$ cat src/rtl/l2_arb_pkg.sv
// l2_arb_pkg: FSM encoding, line/beat sizes and beat address helper for the L2 memory arbiter
package l2_arb_pkg;

    typedef enum logic [1:0] {S_IDLE, S_GRANT, S_XFER, S_DONE} state_e;

    localparam int BEATS  = 4;
    localparam int BEAT_W = 2;
    localparam int LINE_W = 128;
    localparam int WORD_W = 32;

    // Word address of one beat: line tag (addr[31:4]), beat index, byte offset 0
    function automatic logic [WORD_W-1:0] beat_addr(input logic [WORD_W-5:0] tag,
                                                    input logic [BEAT_W-1:0] beat);
        return {tag, beat, 2'b00};
    endfunction

endpackage

$ cat src/rtl/l2_arb_pick.sv
// l2_arb_pick: combinational winner selection, fixed dcache priority or round-robin under L2_ARB_RR_EN
module l2_arb_pick
    import l2_arb_pkg::*;
(
`ifdef L2_ARB_RR_EN
    input  logic last_d_i,
`endif
    input  logic i_req_i,
    input  logic d_req_i,
    output logic any_o,
    output logic pick_d_o
);

    // dcache wins unless icache also waits and (round-robin only) dcache was granted last
    always_comb begin
        any_o = i_req_i | d_req_i;
`ifdef L2_ARB_RR_EN
        pick_d_o = d_req_i & (~i_req_i | ~last_d_i);
`else
        pick_d_o = d_req_i;
`endif
    end

endmodule

$ cat src/rtl/l2_mem_arbiter.sv
// l2_mem_arbiter: icache/dcache line transfers over a 4-beat word memory port; L2_ARB_RR_EN selects round-robin arbitration
module l2_mem_arbiter
    import l2_arb_pkg::*;
(
    input  logic               clk,
    input  logic               rst,
    input  logic               icache_r,
    input  logic [WORD_W-1:0]  icache_addr,
    output logic               cache_ready_i,
    input  logic               dcache_r,
    input  logic               dcache_w,
    input  logic [WORD_W-1:0]  dcache_addr,
    input  logic [LINE_W-1:0]  dcache_data_in,
    output logic               cache_ready_d,
    output logic [LINE_W-1:0]  line_data,
    output logic               arb_err,
    input  logic               mem_ready,
    input  logic [WORD_W-1:0]  mem_data,
    output logic [WORD_W-1:0]  mem_addr,
    output logic [WORD_W-1:0]  mem_data_out,
    output logic               mem_r,
    output logic               mem_w,
    output logic               busy
);

    state_e                         state_q;
    logic [BEAT_W-1:0]              beat_q;
    logic [BEAT_W-1:0]              beat_n;
    logic [WORD_W-5:0]              tag_q;
    logic                           wr_q;
    logic                           gnt_d_q;
    logic [BEATS-1:0][WORD_W-1:0]   buf_q;
    logic [LINE_W-1:0]              line_q;
    logic                           rdy_i_q;
    logic                           rdy_d_q;
    logic                           err_q;
    logic                           mem_r_q;
    logic                           mem_w_q;
    logic [WORD_W-1:0]              mem_addr_q;
    logic [WORD_W-1:0]              mem_dout_q;
    logic                           any_req;
    logic                           pick_d;
    logic                           unused_offset;
`ifdef L2_ARB_RR_EN
    logic                           last_d_q;
`endif

    // Byte offsets within a line carry no information for line transfers
    assign unused_offset = ^{icache_addr[3:0], dcache_addr[3:0]};
    assign beat_n        = beat_q + 1'b1;

    l2_arb_pick u_pick (
`ifdef L2_ARB_RR_EN
        .last_d_i (last_d_q),
`endif
        .i_req_i  (icache_r),
        .d_req_i  (dcache_r | dcache_w),
        .any_o    (any_req),
        .pick_d_o (pick_d)
    );

    // Transfer FSM with registered memory-side and cache-side outputs
    always_ff @(posedge clk or negedge rst) begin
        if (!rst) begin
            state_q    <= S_IDLE;
            beat_q     <= '0;
            tag_q      <= '0;
            wr_q       <= 1'b0;
            gnt_d_q    <= 1'b0;
            buf_q      <= '0;
            line_q     <= '0;
            rdy_i_q    <= 1'b0;
            rdy_d_q    <= 1'b0;
            err_q      <= 1'b0;
            mem_r_q    <= 1'b0;
            mem_w_q    <= 1'b0;
            mem_addr_q <= '0;
            mem_dout_q <= '0;
`ifdef L2_ARB_RR_EN
            last_d_q   <= 1'b0;
`endif
        end else begin
            rdy_i_q <= 1'b0;
            rdy_d_q <= 1'b0;
            err_q   <= 1'b0;
            case (state_q)
                S_IDLE: if (any_req) begin
                    state_q <= S_GRANT;
                    gnt_d_q <= pick_d;
                    wr_q    <= pick_d & dcache_w;
                    tag_q   <= pick_d ? dcache_addr[WORD_W-1:4] : icache_addr[WORD_W-1:4];
                    err_q   <= pick_d & dcache_r & dcache_w;
                    if (pick_d & dcache_w)
                        buf_q <= dcache_data_in;
`ifdef L2_ARB_RR_EN
                    last_d_q <= pick_d;
`endif
                end
                S_GRANT: begin
                    state_q    <= S_XFER;
                    beat_q     <= '0;
                    mem_r_q    <= ~wr_q;
                    mem_w_q    <= wr_q;
                    mem_addr_q <= beat_addr(tag_q, '0);
                    mem_dout_q <= wr_q ? buf_q[0] : '0;
                end
                S_XFER: if (mem_ready) begin
                    if (!wr_q)
                        buf_q[beat_q] <= mem_data;
                    if (beat_q == BEAT_W'(BEATS - 1)) begin
                        state_q    <= S_DONE;
                        mem_r_q    <= 1'b0;
                        mem_w_q    <= 1'b0;
                        mem_addr_q <= '0;
                        mem_dout_q <= '0;
                        rdy_i_q    <= ~gnt_d_q;
                        rdy_d_q    <= gnt_d_q;
                        if (!wr_q)
                            line_q <= {mem_data, buf_q[2], buf_q[1], buf_q[0]};
                    end else begin
                        beat_q     <= beat_n;
                        mem_addr_q <= beat_addr(tag_q, beat_n);
                        mem_dout_q <= wr_q ? buf_q[beat_n] : '0;
                    end
                end
                default: state_q <= S_IDLE;
            endcase
        end
    end

    assign cache_ready_i = rdy_i_q;
    assign cache_ready_d = rdy_d_q;
    assign arb_err       = err_q;
    assign line_data     = line_q;
    assign mem_r         = mem_r_q;
    assign mem_w         = mem_w_q;
    assign mem_addr      = mem_addr_q;
    assign mem_data_out  = mem_dout_q;
    assign busy          = (state_q != S_IDLE);

endmodule

$ cat config.mk
export PLATFORM = sky130hd
export DESIGN_NAME = l2_mem_arbiter
export DESIGN_NICKNAME = d
export VERILOG_FILES = /design/src/rtl/l2_arb_pkg.sv /design/src/rtl/l2_arb_pick.sv /design/src/rtl/l2_mem_arbiter.sv
export SDC_FILE = /design/constraint.sdc
export NUM_CORES = 1
export LEC_CHECK = 0
export ABC_CLOCK_PERIOD_IN_PS = 3300
export CORE_MARGIN = 3
export CORE_UTILIZATION = 45
export DETAILED_ROUTE_END_ITERATION = 10
export DONT_BUFFER_PORTS = 1
export HOLD_SLACK_MARGIN = 0.1
export PLACE_DENSITY = 0.7
export RECOVER_POWER = 50
export SLEW_MARGIN = 30
export SYNTH_ARGS = -nofsm -noshare
export SYNTH_HDL_FRONTEND = slang
export SYNTH_HIERARCHICAL = 1
export SYNTH_SLANG_ARGS = --single-unit
$ cat constraint.sdc
create_clock -name clk -period 3.3 [get_ports clk]
set_clock_uncertainty 0.2 [all_clocks]
set_input_delay 0 -clock clk [delete_from_list [all_inputs] [get_ports clk]]
set_output_delay 0 -clock clk [all_outputs]
set_load 0.005 [all_outputs]
==> qor.log, run 1 <==
INFO  clock_network  cts.sink_count=357
INFO  synthesis      synth-edff-count=0
INFO  clock_network  cts_root_buffer=sky130_fd_sc_hd__clkbuf_16
INFO  status         run_status=did not finish
INFO  floorplanning  die_h=197.7µm
INFO  synthesis      post-synth-top-area-cell=sky130_fd_sc_hd__dfrtp_1
INFO  synthesis      mappedNetlistArea=16540µm²
INFO  floorplanning  io_pins=428
INFO  synthesis      main_combinational_cell_family_by_area_after_synthesis=multiplexers
INFO  clock_network  clock_path_buffers=3
INFO  floorplanning  std_cell_rows=69
INFO  status         error=[ERROR RSZ-0060] Max buffer count reached.
INFO  status         flow.stopped_at=clock tree synthesis (4_1_cts)
INFO  clock_network  postCtsHoldBufs=329
INFO  synthesis      synthesis.yosys.warnings=6
INFO  floorplanning  die_width=197.7µm
INFO  synthesis      synth-compound-area-share=10.29%
INFO  synthesis      avgSynthCellArea=14.03µm²
INFO  clock_network  cts_resized=0
INFO  synthesis      synth_cell_type_count=35
INFO  synthesis      ys.flop_type=sky130_fd_sc_hd__dfrtp_1
INFO  clock_network  cts-buffers-inserted=39
INFO  placed_design  place_hpwl=29.71mm
INFO  placed_design  portBuffers=0
INFO  synthesis      synth_xor_xnor_area_share=0%
INFO  synthesis      synth_largest_type_area_fraction=54.00%
INFO  synthesis      yosys_register_bits=357
INFO  synthesis      fraction_of_the_yosys_area_taken_by_sequential_cells=54.00%
INFO  clock_network  ctsHtreeMaxLevel=2
INFO  synthesis      synthCells=1179
INFO  clock_network  cts_setup_buffers=0
INFO  synthesis      async_reset_ff_share=100.0%
INFO  synthesis      adder_cell_area_share_of_the_yosys_netlist=0.6051%
INFO  synthesis      synth.area.mux_share=26.65%
INFO  synthesis      yosys-top-cells-area=sky130_fd_sc_hd__dfrtp_1 54%, sky130_fd_sc_hd__mux2_4 11%, sky130_fd_sc_hd__mux2_2 9.5%
INFO  floorplanning  initial_utilization=46.06%
INFO  placed_design  routabilityCongestion=0.7988
INFO  synthesis      synthSimpleGateAreaFrac=5.106%
-- logic make-up after synthesis --
family                     after synthesis
adders and majority gates                8
AOI/OAI and AO/OA                      199
and+or+nand+nor                        179
muxes                                  323
buffers and inverters                  112
other                                    1
DFF                                    357
-- Yosys cell counts, drive strengths merged (6+ instances only) --
cell,number
buf,41
nor2,36
a22o,128
nand2,65
dfrtp,357
a21oi,29
nand3,33
clkbuf,61
o21ai,6
inv,10
ha,8
mux2,259
and3,33
a221o,32
mux2i,32
mux4,32
-- stage by stage --
step	worst slack, ns	util (%)	cell area [µm²]	hold WS [ns]	cells
detailed placement	0.4815	47.24	16970	-0.4874	1570
floorplan	0.3867	-	16550	-0.4956	1180
global placement	0.5446	47.24	16970	-0.4874	1570
==> inputs of run 2 (changes only) <==
--- a/config.mk
+++ b/config.mk
@@ -7,11 +7,10 @@
 export LEC_CHECK = 0
 export ABC_CLOCK_PERIOD_IN_PS = 3300
 export CORE_MARGIN = 3
-export CORE_UTILIZATION = 45
+export CORE_UTILIZATION = 30
 export DETAILED_ROUTE_END_ITERATION = 10
 export DONT_BUFFER_PORTS = 1
-export HOLD_SLACK_MARGIN = 0.1
-export PLACE_DENSITY = 0.7
+export PLACE_DENSITY_LB_ADDON = 0.15
 export RECOVER_POWER = 50
 export SLEW_MARGIN = 30
 export SYNTH_ARGS = -nofsm -noshare
==> run 2 against run 1 <==
Effect of this change: the flow now finishes, with violations (negative hold slack); synthesized area is the same; synthesized cell count is the same.
==> qor.log, run 2 <==
INFO  placed_design  pre_cts_ws=0.6197ns [+0.1382 ns]
INFO  sta            fmax=312.0MHz
INFO  synthesis      avgSynthCellArea=14.03µm² [unchanged]
INFO  route          post_drt_wl_per_cell=25.00µm
INFO  cells_and_area multi_input_comb_area=7111µm²
INFO  cells_and_area number_of_filler_instances_in_the_final_layout=5093
INFO  clock_network  path_clk_slew=0.06ns
INFO  worst_setup_path regToRegStartpoint=beat_q[0]$_DFFE_PN0P_
INFO  worst_setup_path cpPeakStageDelay=0.56ns
INFO  cells_and_area postLayoutCellArea=21450µm²
INFO  worst_setup_path crit_type=register to register
INFO  hold_path      hold_crit_class=primary input to async pin
INFO  status         failed_checks=negative hold slack
INFO  synthesis      synth_cell_type_count=35 [unchanged]
INFO  clock_network  clock_path_buffers=3 [unchanged]
INFO  worst_setup_path rr_worst_depth=7
INFO  cells_and_area layout.nets=1666
INFO  synthesis      ys.flop_type=sky130_fd_sc_hd__dfrtp_1
INFO  synthesis      async_reset_ff_share=100.0% [unchanged]
INFO  synthesis      post-synth-top-area-cell=sky130_fd_sc_hd__dfrtp_1
INFO  sta            setup_viol=0
INFO  placed_design  post_dp_cell_area=17250µm² [+1.7%]
INFO  synthesis      fraction_of_the_yosys_area_taken_by_sequential_cells=54.00% [unchanged]
INFO  clock_network  cts_root_buffer=sky130_fd_sc_hd__clkbuf_16
INFO  grt            maximum_number_of_pins_on_one_net_before_global_route_repair=358
INFO  sta            postLayoutSetupSlackWorst=0.09436ns
INFO  worst_setup_path reg2reg_slack=0.09ns
INFO  grt            first_global_vias=11800
INFO  floorplanning  fp.dieArea=57990µm²
INFO  cells_and_area layout_common_cells=356 x sky130_fd_sc_hd__dfrtp_1, 272 x sky130_fd_sc_hd__dlygate4sd3_1, 138 x sky130_fd_sc_hd__mux2_2
INFO  worst_setup_path crit_fanout=66
INFO  route          routed-via-count=11130
INFO  synthesis      synth_largest_type_area_fraction=54.00% [unchanged]
INFO  floorplanning  io_pins=428 [unchanged]
INFO  cells_and_area proportion_of_layout_cells_with_a_drive_suffix_above_1=28.39%
INFO  grt            grt_overflow_total=0
INFO  placed_design  routabilityCongestion=0.7053 [-12%]
INFO  clock_network  cts-buffers-inserted=42 [+7.7%]
INFO  synthesis      synth-edff-count=0 [unchanged]
INFO  clock_network  cts_setup_buffers=0 [unchanged]
INFO  sta            rsz0062_at_grt=true
INFO  route          finalWirelength=54.00mm
INFO  route          drc_markers=0
INFO  clock_network  ctsHtreeMaxLevel=2 [unchanged]
INFO  floorplanning  std_cell_rows=85 [+23%]
INFO  grt            global_route_wire_length_before_repair=79.12mm
INFO  clock_network  worst_skew_pair.late_latency=0.56ns
INFO  floorplanning  initial_utilization=30.50% [-16 points]
INFO  status         run_status=finished with violations
INFO  worst_setup_path reg2reg_end=line_data[127]$_DFFE_PN0P_
INFO  placed_design  portBuffers=0 [unchanged]
INFO  synthesis      synthCells=1179 [unchanged]
INFO  worst_setup_path critPathRequiredTime=3.55ns
INFO  cells_and_area layout_commonest_cell=sky130_fd_sc_hd__dfrtp_1
INFO  power          power.ir.vdd_worst=0.5127mV
INFO  worst_setup_path critPathCaptureType=register
INFO  worst_setup_path critical_path.cell_chain=buf_4, ha_1, and2_2, nand3_4, buf_16, mux2_2, dlygate4sd3_1
INFO  worst_setup_path cp_data_arrival_time=3.45ns
INFO  synthesis      yosys-top-cells-area=sky130_fd_sc_hd__dfrtp_1 54%, sky130_fd_sc_hd__mux2_4 11%, sky130_fd_sc_hd__mux2_2 9.5%
INFO  floorplanning  die_h=240.8µm [+22%]
INFO  sta            period_needed=3.206ns
INFO  sta            slew_headroom=37.00%
INFO  power          static-leakage-power=10.34nW
INFO  clock_network  cts.sink_count=357 [unchanged]
INFO  grt            antenna_found_initial=5
INFO  worst_setup_path type_of_element_launching_the_critical_path=register
INFO  sta            final_worst_path_period_share=97.14%
INFO  sta            transition_at_the_pin_with_the_smallest_max_transition_slack=0.9450ns
INFO  route          number_of_iterations_in_the_first_detailed_routing_pass=5
INFO  run            count_of_maximum_capacitance_violations=0
INFO  power          report.power.total=20.80mW
INFO  synthesis      synthesis.yosys.warnings=6 [unchanged]
INFO  floorplanning  core=54240µm²
INFO  route          first_iter_violations=665
INFO  sta            final_hold_viol_count=357
INFO  power          powerDensity=969.8nW/µm²
INFO  synthesis      mappedNetlistArea=16540µm² [unchanged]
INFO  worst_setup_path timing.critical_path.slowest_stage_cell=sky130_fd_sc_hd__dlygate4sd3_1
INFO  route          antenna_left=0
INFO  cells_and_area layout_overhead_on_the_synthesized_area=29.69%
INFO  sta            timing.hold.ws=-1.068ns
INFO  sta            final-max-slew-violation-count=0
INFO  synthesis      top_count_cell_post_synth=sky130_fd_sc_hd__dfrtp_1
INFO  cells_and_area post-route-util=39.55%
INFO  placed_design  place_hpwl=32.48mm [+9.3%]
INFO  grt            grt_util_all_layers=18.25%
INFO  route          route.detailed.vias_per_inst=5.151
INFO  synthesis      synth_top_cells_by_count=357 x sky130_fd_sc_hd__dfrtp_1, 139 x sky130_fd_sc_hd__mux2_2, 128 x sky130_fd_sc_hd__a22o_1
INFO  cells_and_area ff_latch_area=8937µm²
INFO  clock_network  cts_tree=built
INFO  floorplanning  die_width=240.8µm [+22%]
INFO  synthesis      yosys_register_bits=357 [unchanged]
## run 2: kinds of logic after synthesis
family                   count (synthesis)  synth area share [%]
multiplexers                           323                 26.65
AO/OA/AOI/OAI                          199                 10.29
flip-flops                             357                 54.01
other                                    1               0.02267
buffers and inverters                  112                 3.328
adder cells (fa/ha/maj)                  8                0.6051
AND/OR/NAND/NOR                        179                 5.106
## run 2: final cells by class
| type | count | share of cell area [%] |
|---|---|---|
| Timing Repair Buffer | 306 | 14.09 |
| Tap cell | 696 | 4.059 |
| Multi-Input combinational cell | 711 | 33.14 |
| Sequential cell | 357 | 41.66 |
| Inverter | 10 | 0.1866 |
| Clock inverter | 13 | 0.6765 |
| Clock buffer | 65 | 6.159 |
| Antenna cell | 2 | 0.02333 |
## run 2: what timing repair did
item                       4_1_cts  5_1_grt
setup endpoints to repair        0        4
hold buffers                   271        1
gates resized for setup          0        1
hold endpoints to repair       713      358
## run 2: critical path, delay by kind of cell, from the launching register on
kind / cells / cell delay [ns]
buffers and inverters: 3 / 1.11
DFF: 1 / 0.47
adders and majority gates: 1 / 0.35
muxes: 1 / 0.40
and+or+nand+nor: 2 / 0.40
## run 2: metal layers
| layer | part of all wire, % | vias up | GRT usage (%) |
|---|---|---|---|
| li1 | - | 4894 | - |
| met1 | 42 | 5773 | 23.42 |
| met2 | 48 | 374 | 30.20 |
| met3 | 6.9 | 84 | 4.834 |
| met4 | 3.1 | 2 | 5.866 |
| met5 | 0.024 | - | 0 |
## run 2: power breakdown
part	internal (mW)	switching [mW]	total (mW)	leakage, nW
combinational	4.55	3.79	8.33	5.03
sequential	6.12	1.44	7.56	4.59
clock	2.99	1.92	4.91	0.724
total	13.7	7.14	20.8	10.3
## run 2: worst max path at each step
| stage | start | to | depth (start not counted) |
|---|---|---|---|
| after floorplan | beat_q[0]$_DFFE_PN0P_ | mem_data_out[10]$_DFFE_PN0P_ | 8 |
| after global placement | state_q[0]$_DFFE_PN0P_ | buf_q[58]$_DFFE_PN0P_ | 7 |
| after detailed placement | state_q[0]$_DFFE_PN0P_ | buf_q[58]$_DFFE_PN0P_ | 7 |
| after CTS | beat_q[0]$_DFFE_PN0P_ | line_data[114]$_DFFE_PN0P_ | 7 |
| after global routing | beat_q[0]$_DFFE_PN0P_ | line_data[123]$_DFFE_PN0P_ | 7 |
| final | beat_q[0]$_DFFE_PN0P_ | line_data[127]$_DFFE_PN0P_ | 7 |
## run 2: per-stage QoR
step | TNS, ns | cells
final | 0 | 2160
after detailed placement | 0 | 1808
after global placement | 0 | 1808
after CTS | 0 | 2157
after floorplan | 0 | 1180
after global routing | -0.006121 | 2159
Note: power is estimated with default switching activity, not from simulation.
